### src/rtl/wb_queue.sv
// wb_queue: in-order writeback FIFO between the ALU/memory result paths and
// the register file's single write port. Accepts up to two results per cycle
// (mem older than ALU), drains one per cycle into registered write outputs.
// Optional forwarding lookup is built when the macro WB_FORWARD_EN is defined;
// otherwise the fwd_* outputs are tied to zero.
module wb_queue #(
  parameter int unsigned DEPTH = 4,
  parameter int unsigned AW    = 3,
  parameter int unsigned DW    = 16
) (
  input  logic                       clk,
  input  logic                       rst,
  input  logic                       mem_valid,
  input  logic [AW-1:0]              mem_dest,
  input  logic [DW-1:0]              mem_data,
  output logic                       mem_ready,
  input  logic                       alu_valid,
  input  logic [AW-1:0]              alu_dest,
  input  logic [DW-1:0]              alu_data,
  output logic                       alu_ready,
  output logic                       reg_write_en,
  output logic [AW-1:0]              reg_write_dest,
  output logic [DW-1:0]              reg_write_data,
  input  logic [AW-1:0]              fwd_addr_1,
  output logic                       fwd_hit_1,
  output logic [DW-1:0]              fwd_data_1,
  input  logic [AW-1:0]              fwd_addr_2,
  output logic                       fwd_hit_2,
  output logic [DW-1:0]              fwd_data_2,
  output logic [$clog2(DEPTH):0]     wb_count,
  output logic                       wb_empty
);

  localparam int unsigned PW = $clog2(DEPTH);
  localparam int unsigned CW = PW + 1;

  logic [AW-1:0] ent_dest_q [DEPTH];
  logic [AW-1:0] ent_dest_d [DEPTH];
  logic [DW-1:0] ent_data_q [DEPTH];
  logic [DW-1:0] ent_data_d [DEPTH];

  logic [PW-1:0] wr_ptr_q, wr_ptr_d;
  logic [PW-1:0] rd_ptr_q, rd_ptr_d;
  logic [CW-1:0] count_q, count_d;

  logic          wen_q, wen_d;
  logic [AW-1:0] wdest_q, wdest_d;
  logic [DW-1:0] wdata_q, wdata_d;

  logic [CW-1:0] free;
  logic          mem_push;
  logic          alu_push;
  logic          pop;
  logic [PW-1:0] alu_slot;

  // Ready from registered occupancy; mem has priority for the last free slot
  always_comb begin
    free      = CW'(DEPTH) - count_q;
    mem_ready = (free >= CW'(1));
    alu_ready = (free >= CW'(2)) | ((free == CW'(1)) & ~mem_valid);
    mem_push  = mem_valid & mem_ready;
    alu_push  = alu_valid & alu_ready;
    pop       = (count_q != '0);
  end

  // Next-state for storage, pointers, count and the write-port registers
  always_comb begin
    ent_dest_d = ent_dest_q;
    ent_data_d = ent_data_q;
    wr_ptr_d   = wr_ptr_q;
    rd_ptr_d   = rd_ptr_q;
    wen_d      = 1'b0;
    wdest_d    = wdest_q;
    wdata_d    = wdata_q;
    // ALU lands behind the mem entry when both are accepted together
    alu_slot   = wr_ptr_q + PW'(mem_push);

    if (mem_push) begin
      ent_dest_d[wr_ptr_q] = mem_dest;
      ent_data_d[wr_ptr_q] = mem_data;
    end
    if (alu_push) begin
      ent_dest_d[alu_slot] = alu_dest;
      ent_data_d[alu_slot] = alu_data;
    end
    wr_ptr_d = wr_ptr_q + PW'(mem_push) + PW'(alu_push);

    if (pop) begin
      wen_d    = 1'b1;
      wdest_d  = ent_dest_q[rd_ptr_q];
      wdata_d  = ent_data_q[rd_ptr_q];
      rd_ptr_d = rd_ptr_q + PW'(1);
    end

    count_d = count_q + CW'(mem_push) + CW'(alu_push) - CW'(pop);
  end

  // State registers; reset discards any queued entries and same-cycle pushes
  always_ff @(posedge clk) begin
    if (rst) begin
      for (int unsigned i = 0; i < DEPTH; i++) begin
        ent_dest_q[i] <= '0;
        ent_data_q[i] <= '0;
      end
      wr_ptr_q <= '0;
      rd_ptr_q <= '0;
      count_q  <= '0;
      wen_q    <= 1'b0;
      wdest_q  <= '0;
      wdata_q  <= '0;
    end else begin
      ent_dest_q <= ent_dest_d;
      ent_data_q <= ent_data_d;
      wr_ptr_q   <= wr_ptr_d;
      rd_ptr_q   <= rd_ptr_d;
      count_q    <= count_d;
      wen_q      <= wen_d;
      wdest_q    <= wdest_d;
      wdata_q    <= wdata_d;
    end
  end

  assign reg_write_en   = wen_q;
  assign reg_write_dest = wdest_q;
  assign reg_write_data = wdata_q;
  assign wb_count       = count_q;
  assign wb_empty       = (count_q == '0);

`ifdef WB_FORWARD_EN
  logic [PW-1:0] fwd_idx;

  // Forwarding search: output register first, then queue oldest to youngest,
  // so later matches override earlier ones and the youngest write wins
  always_comb begin
    fwd_hit_1  = 1'b0;
    fwd_data_1 = '0;
    fwd_hit_2  = 1'b0;
    fwd_data_2 = '0;
    fwd_idx    = '0;
    if (wen_q && (wdest_q == fwd_addr_1)) begin
      fwd_hit_1  = 1'b1;
      fwd_data_1 = wdata_q;
    end
    if (wen_q && (wdest_q == fwd_addr_2)) begin
      fwd_hit_2  = 1'b1;
      fwd_data_2 = wdata_q;
    end
    for (int unsigned i = 0; i < DEPTH; i++) begin
      fwd_idx = rd_ptr_q + PW'(i);
      if (CW'(i) < count_q) begin
        if (ent_dest_q[fwd_idx] == fwd_addr_1) begin
          fwd_hit_1  = 1'b1;
          fwd_data_1 = ent_data_q[fwd_idx];
        end
        if (ent_dest_q[fwd_idx] == fwd_addr_2) begin
          fwd_hit_2  = 1'b1;
          fwd_data_2 = ent_data_q[fwd_idx];
        end
      end
    end
  end
`else
  logic unused_fwd_addr;

  assign unused_fwd_addr = ^{fwd_addr_1, fwd_addr_2};
  assign fwd_hit_1  = 1'b0;
  assign fwd_data_1 = '0;
  assign fwd_hit_2  = 1'b0;
  assign fwd_data_2 = '0;
`endif

endmodule

### config.mk
export PLATFORM = sky130hd
export DESIGN_NAME = wb_queue
export DESIGN_NICKNAME = d
export VERILOG_FILES = /design/src/rtl/wb_queue.sv
export SDC_FILE = /design/constraint.sdc
export NUM_CORES = 1
export LEC_CHECK = 0
export ABC_AREA = 1
export CORE_MARGIN = 2
export CORE_UTILIZATION = 50
export CTS_BUF_LIST = sky130_fd_sc_hd__clkbuf_16
export DETAILED_ROUTE_END_ITERATION = 7
export HOLD_SLACK_MARGIN = 0.06
export PLACE_DENSITY_LB_ADDON = 0.08
export SYNTH_ARGS = -nofsm -noshare
export SYNTH_HDL_FRONTEND = slang
export SYNTH_SLANG_ARGS = --single-unit
export TNS_END_PERCENT = 5
### constraint.sdc
create_clock -name clk -period 2.92 [get_ports clk]
set_clock_uncertainty 0.05 [all_clocks]
set_input_delay 0.584 -clock clk [delete_from_list [all_inputs] [get_ports clk]]
set_output_delay 0.584 -clock clk [all_outputs]
set_load 0.05 [all_outputs]
# Word level (Yosys, flattened, before mapping)
# Cells that the tools add are included.
[totals]
wordCells = 64
out_inout_bits = 60
input_bits = 48
regBits = 103
[classes]
magnitude_cmp = 7
n_eq_ne = 1
reduce_logical = 4
n_bitwise = 8
n_mux = 23
addsub = 7
[op_table]
columns = ["cell", "n"]
rows = [
  ["64-bit bitwise mux", 2],
  ["64-bit two-way mux", 2],
  ["16-bit demux with 2-bit select", 2],
  ["16-bit two-way mux", 4],
  ["16-bit binary-select mux with 2-bit select", 1],
  ["12-bit bitwise mux", 2],
  ["12-bit two-way mux", 2],
  ["3-bit demux with 2-bit select", 2],
  ["3-bit two-way mux", 4],
  ["3-bit >= comparator (second input constant)", 3],
  ["2-bit inverter with 3-bit output", 3],
  ["3-bit by 1-bit adder with 3-bit output", 2],
  ["3-bit binary-select mux with 2-bit select", 1],
  ["3-bit by 1-bit less-than comparator with 1-bit output (second input constant)", 2],
  ["2-bit by 1-bit adder with 2-bit output", 2],
  ["1-bit bitwise AND", 3],
  ["3-bit by 1-bit == test with 1-bit output (second input constant)", 1],
  ["3-bit by 1-bit >= comparator with 1-bit output (second input constant)", 1],
  ["3-bit by 2-bit >= comparator with 1-bit output (second input constant)", 1],
  ["3-bit zero test", 1],
  ["3-bit nonzero test", 1],
  ["3-bit by 1-bit subtractor with 3-bit output", 1],
  ["3-bit subtractor (first input constant)", 1],
  ["2-bit by 1-bit adder with 2-bit output (second input constant)", 1],
  ["4 further kinds", 5],
]

# Logic depth before layout (Yosys ltp)
[logic_depth]
ltp_word = 11
mapped_depth = 17

# Worst setup path before layout
# No wires, ideal clock.
[synth_path]
kind = "register to register"
from = "register count_q[1], in the netlist wb_count[1]"
to = "register ent_data_q[48] (netlist name)"
t_arrival_ps = 3717
period_less_slack_ps = 3880
setup_time_ps = 113
path_stages_with_launch = 17
slack_ps = -960
cell_sequence = "dfxtp_1 -> inv_1 -> ha_1 -> ha_1 -> inv_1 -> nor2_1 -> nand2_1 -> nand2_1 -> inv_2 -> clkbuf_1 -> ha_1 -> inv_1 -> buf_2 -> buf_1 -> nand4_1 -> nand2_1 -> nor2_1"
[synth_between]
elab_chain_len = 11
elab_cells_between_ends = 18
[synth_rtl]
columns = ["item", "line_no", "rtl"]
rows = [
  ["start: declaration", "44", "logic [CW-1:0] count_q, count_d;"],
  ["start signal: assignment", "116", "count_q <= count_d;"],
  ["3-bit subtractor *", "58", "free = CW'(DEPTH) - count_q;"],
  ["3-bit by 1-bit >= comparator with 1-bit output *", "59", "mem_ready = (free >= CW'(1));"],
  ["net mem_ready", "16", "output logic mem_ready,"],
  ["1-bit bitwise AND *", "61", "mem_push = mem_valid & mem_ready;"],
  ["2-bit by 1-bit adder with 2-bit output", "76", "alu_slot = wr_ptr_q + PW'(mem_push);"],
  ["2-bit inverter with 3-bit output (not written as such)", "84", "ent_data_d[alu_slot] = alu_data;"],
  ["3-bit >= comparator (not written as such) or 3-bit by 1-bit less-than comparator with 1-bit output (tied branches)", "84", ""],
  ["1-bit logical AND (not written as such)", "84", ""],
  ["16-bit two-way mux (not written as such)", "84", ""],
  ["16-bit demux with 2-bit select", "84", ""],
  ["64-bit bitwise mux", "84", ""],
  ["64-bit two-way mux *", "82", "if (alu_push) begin"],
  ["end signal: assignment", "113", "ent_data_q <= ent_data_d;"],
  ["end: declaration", "39", "logic [DW-1:0] ent_data_q [DEPTH];"],
]
# Mark *: on every way through the listed nets, which the timed path passes. The rest lies on a longest branch.
# A chain may end at the register's enable or synchronous reset.

# Worst setup path in the final report
[layout_path]
from = "register count_q[1], in the netlist wb_count[1]"
to = "register ent_data_q[49] (netlist name)"
[layout_between]
elab_chain_len = 11
elab_cells_between_ends = 18
[layout_rtl]
columns = ["item", "line_no"]
rows = [
  ["3-bit subtractor *", "58"],
  ["3-bit by 1-bit >= comparator with 1-bit output", "59"],
  ["1-bit bitwise AND", "61"],
  ["2-bit by 1-bit adder with 2-bit output", "76"],
  ["2-bit inverter with 3-bit output (not written as such)", "84"],
  ["3-bit >= comparator (not written as such) or 3-bit by 1-bit less-than comparator with 1-bit output (tied branches)", "84"],
  ["1-bit logical AND (not written as such)", "84"],
  ["16-bit two-way mux (not written as such)", "84"],
  ["16-bit demux with 2-bit select", "84"],
  ["64-bit bitwise mux", "84"],
  ["64-bit two-way mux *", "82"],
]
# Every way passes the cells marked *; elsewhere a longest branch is shown, timed or not.

==> run_results.csv <==
group,metric,value,unit
critical_path,crit_family,"simple AND/OR/NAND/NOR gates",
global_routing,grt_pass1_vias,6153,
yosys,synth_mux_area_share,0,%
power,ir_drop,600,uV
die,initial_utilization,50.8,%
yosys,synth_compound_area_share,12.5,%
critical_path,reg2regPathDepth,14,
critical_path,start_kind,"flop",
power,p_sw,0.00498,W
critical_path,path_class,"reg2reg",
die,ioPinCount,108,
yosys,synth_top_area_cell,"dfxtp_1",
drt,antenna_left,0,
placed_design,dp_hpwl,12200,um
critical_path,crit_buf_inv,3,
sta,slew_headroom,42.1,%
die,rows,43,
flow_run,drv_cap,0,
yosys,yosysWarnings,0,
clocking,cts_made_buffers,9,
yosys,synthXorXnorAreaFrac,0.641,%
critical_path,cp_slowest_stage_delay,380,ps
sta,hold_viol,0,
clocking,cts_buffer_depth,2,
yosys,synthCells,1205,
yosys,syn_area_per_cell,5.83,um2
yosys,synth_top_family_by_area,"simple AND/OR/NAND/NOR gates",
power,power_frac_seq,24.9,%
drt,drt_iter0_drc,491,
clocking,cts_tree,"built",
layout,fin_area,7940,um2
power,powerDensity,1190,nW/um2
global_routing,gr-usage-all-layers,27.9,%
global_routing,grt_pass1_wl,32700,um
power,power.internal,0.00445,W
layout,fillCellCount,1402,
yosys,syn_area,7030,um2
yosys,synth_seq_cells,103,
drt,wirelength,20500,um
sta,period_share,94.6,%
sta,slew_viol_final,0,
power,static-leakage-power,3.79,nW
clocking,clock_sinks,103,
outcome,outcome,"completed",
global_routing,antenna_found_initial,0,
layout,drive_above_1_share,4.98,%
critical_path,critPathMaxFanout,19,
clocking,path_clk_slew,70,ps
critical_path,rr_endpoint,"ent_data_q[49]",
placed_design,dp_slack,92.4,ps
clocking,cts_root_buffer,"clkbuf_16",
yosys,yosysMostFrequentCell,"nand2_1",
drt,drt-wirelength-per-cell,14.6,um
sta,worst_slew_pin_slew,869,ps
critical_path,crit_chain,"inv_2 > ha_2 > ha_4 > inv_1 > nor2_2 > nand2_4 > nand2_4 > inv_2 > ha_2 > xnor2_4 > nand3_4 > nor2_8 > nor2_1 > nor2_1",
yosys,ys_top_cells_by_count,"387 x nand2_1, 222 x nor2_1, 145 x o21ai_0, 103 x dfxtp_1, 94 x inv_1",
yosys,synth-simple-area-share,40.9,%
critical_path,end_kind,"flop",
sta,fin_crit,2760,ps
clocking,htree_levels,3,
drt,vias,7236,
min_path,min_from,"wb_count[2]",
die,die_width,123,um
placed_design,place_congestion,0.789,
min_path,hold-path-cell-count,3,
layout,nets,1278,
sta,fmax,362,MHz
layout,final-seq-area,2070,um2
drt,vias_per_cell,5.15,
layout,multi_input_area,4100,um2
critical_path,rrSetupSlack,160,ps
sta,setup_violations,0,
yosys,ys_seq_area_share,29.3,%
power,clkPwrFrac,11.5,%
global_routing,overflow,0,
min_path,hold_path_class,"reg2reg",
sta,layout_setup_ws,157,ps
yosys,async_flop_share,0,%
global_routing,grt_max_degree,79,
yosys,synth_top_flop_cell,"dfxtp_1",
critical_path,worstSetupPathDepth,14,
power,combPwrFrac,63.6,%
yosys,ys_types,25,
die,coreArea,13800,um2
power,netSwitchingFraction,52.8,%
die,design.die.area,15000,um2
yosys,synth_fa_ha_area_share,1.82,%
placed_design,io_buffers,67,
min_path,hold_path_end,"wb_count[2]",
layout,syn_to_final_growth,13.0,%
critical_path,cp_data_required_time,3160,ps
yosys,yosysTopAreaCellShare,29.3,%
yosys,synth_enable_flop_cells,0,
critical_path,critical-path-slowest-cell,"dfxtp_4",
critical_path,cp.arrival,3000,ps
placed_design,place_area,7670,um2
clocking,holdBufCountCts,0,
sta,grt_setup_unrepaired,"yes",
critical_path,r2r-start,"wb_count[1]",
yosys,synth_area_leaders,"dfxtp_1 29%, nand2_1 21%, nor2_1 12%",
clocking,insertion_delay,350,ps
die,die_y,123,um
drt,post-route-drc-count,0,
drt,drt_first_pass_iters,5,
layout,diodes,0,
-- registers in the layout, indices dropped and copies added, names as in the netlist --
register,flops
ent_dest_q,12
reg_write_data,16
ent_data_q,64
wr_ptr_q,2
wb_count,3
reg_write_en,1
rd_ptr_q,2
reg_write_dest,3
-- layer usage --
metal  up-vias  global-route usage (%)  share of wire, %
met4         0                    8.19               1.1
met3        18                    2.37               7.2
met1      3193                    41.9                48
met2       272                    42.3                44
met5         -                       0                 0
li1       3753                       -                 -
-- worst max-delay path by stage --
stage           startpoint              to  slack (ps)
6_report       wb_count[1]  ent_data_q[49]         160
3_5_place_dp     mem_valid     wb_count[2]          90
2_1_floorplan  wb_count[1]     wb_count[2]         -30
4_1_cts        wb_count[0]       mem_ready          50
3_3_place_gp     mem_valid     wb_count[2]         130
5_1_grt        wb_count[0]  ent_data_q[49]          -9
-- per-stage QoR --
stage          TNS [ps]  hold slack (ps)  cells  utilization, %  total power (W)
2_1_floorplan     -29.1              495   1238               -          0.00672
3_3_place_gp          0              502   1388            55.5          0.00816
3_5_place_dp          0              511   1388            55.5          0.00825
4_1_cts               0              522   1402            57.2          0.00934
5_1_grt           -8.75              549   1404            57.4           0.0102
6_report              0              516   1404            57.4          0.00943
-- repair_timing --
action / 4_1_cts / 5_1_grt
gates resized for setup: 0 / 1
buffers inserted: 0 / 2
setup endpoints to repair: 0 / 5
endpoints found under the hold margin: 0 / 0
-- worst register-to-register path: stages (launching register included) --
cell,delay (ps)
dfxtp_4,380
inv_2,50
ha_2,180
ha_4,280
inv_1,50
nor2_2,160
nand2_4,80
nand2_4,90
inv_2,40
ha_2,190
xnor2_4,380
nand3_4,190
nor2_8,380
nor2_1,90
nor2_1,110
-- power by group through the flow --
stage | clock (W) | combinational, W | sequential, W
3_5_place_dp | 0 | 0.00588 | 0.00237
5_1_grt | 0.00115 | 0.00666 | 0.00242
2_1_floorplan | 0 | 0.00406 | 0.00267
3_3_place_gp | 0 | 0.00581 | 0.00236
4_1_cts | 0.00110 | 0.00590 | 0.00234
6_report | 0.00109 | 0.00599 | 0.00235
-- layout make-up --
class	instances	share of cell area, %
Timing Repair Buffer	93	11.8
Inverter	97	4.58
Multi-Input combinational cell	917	51.6
Tap cell	180	2.84
Clock inverter	5	0.236
Clock buffer	9	2.84
Sequential cell	103	26.1
-- kinds of logic (layout without fill, tap and decap cells) --
| logic type | Yosys count | after routing |
|---|---|---|
| AND/OR/NAND/NOR | 696 | 696 |
| AO/OA/AOI/OAI | 175 | 175 |
| adder cells (fa/ha/maj) | 9 | 9 |
| other | 1 | 34 |
| XOR/XNOR | 3 | 3 |
| buffers and inverters | 218 | 204 |
| flip-flops | 103 | 103 |
-- cells in the final DEF (no fill, tap or decap) --
master,n
nor2_1,219
buf_12,6
nor2_8,2
nor2_4,3
inv_1,92
xor2_1,2
dlymetal6s2s_1,1
fa_2,1
clkinv_1,4
nand3_4,1
nand4_1,76
nor2_2,2
dfxtp_2,1
nand2_1,385
o21ai_1,9
inv_2,6
o21ai_0,145
dfxtp_1,100
ha_4,1
ha_2,2
fa_1,1
ha_1,4
conb_1,34
clkbuf_16,9
nand3_1,5
dfxtp_4,2
xnor2_4,1
buf_4,21
or2_2,1
nand2_4,2
clkdlybuf4s50_1,65
a21oi_1,21
(Power assumes the default switching activity.)
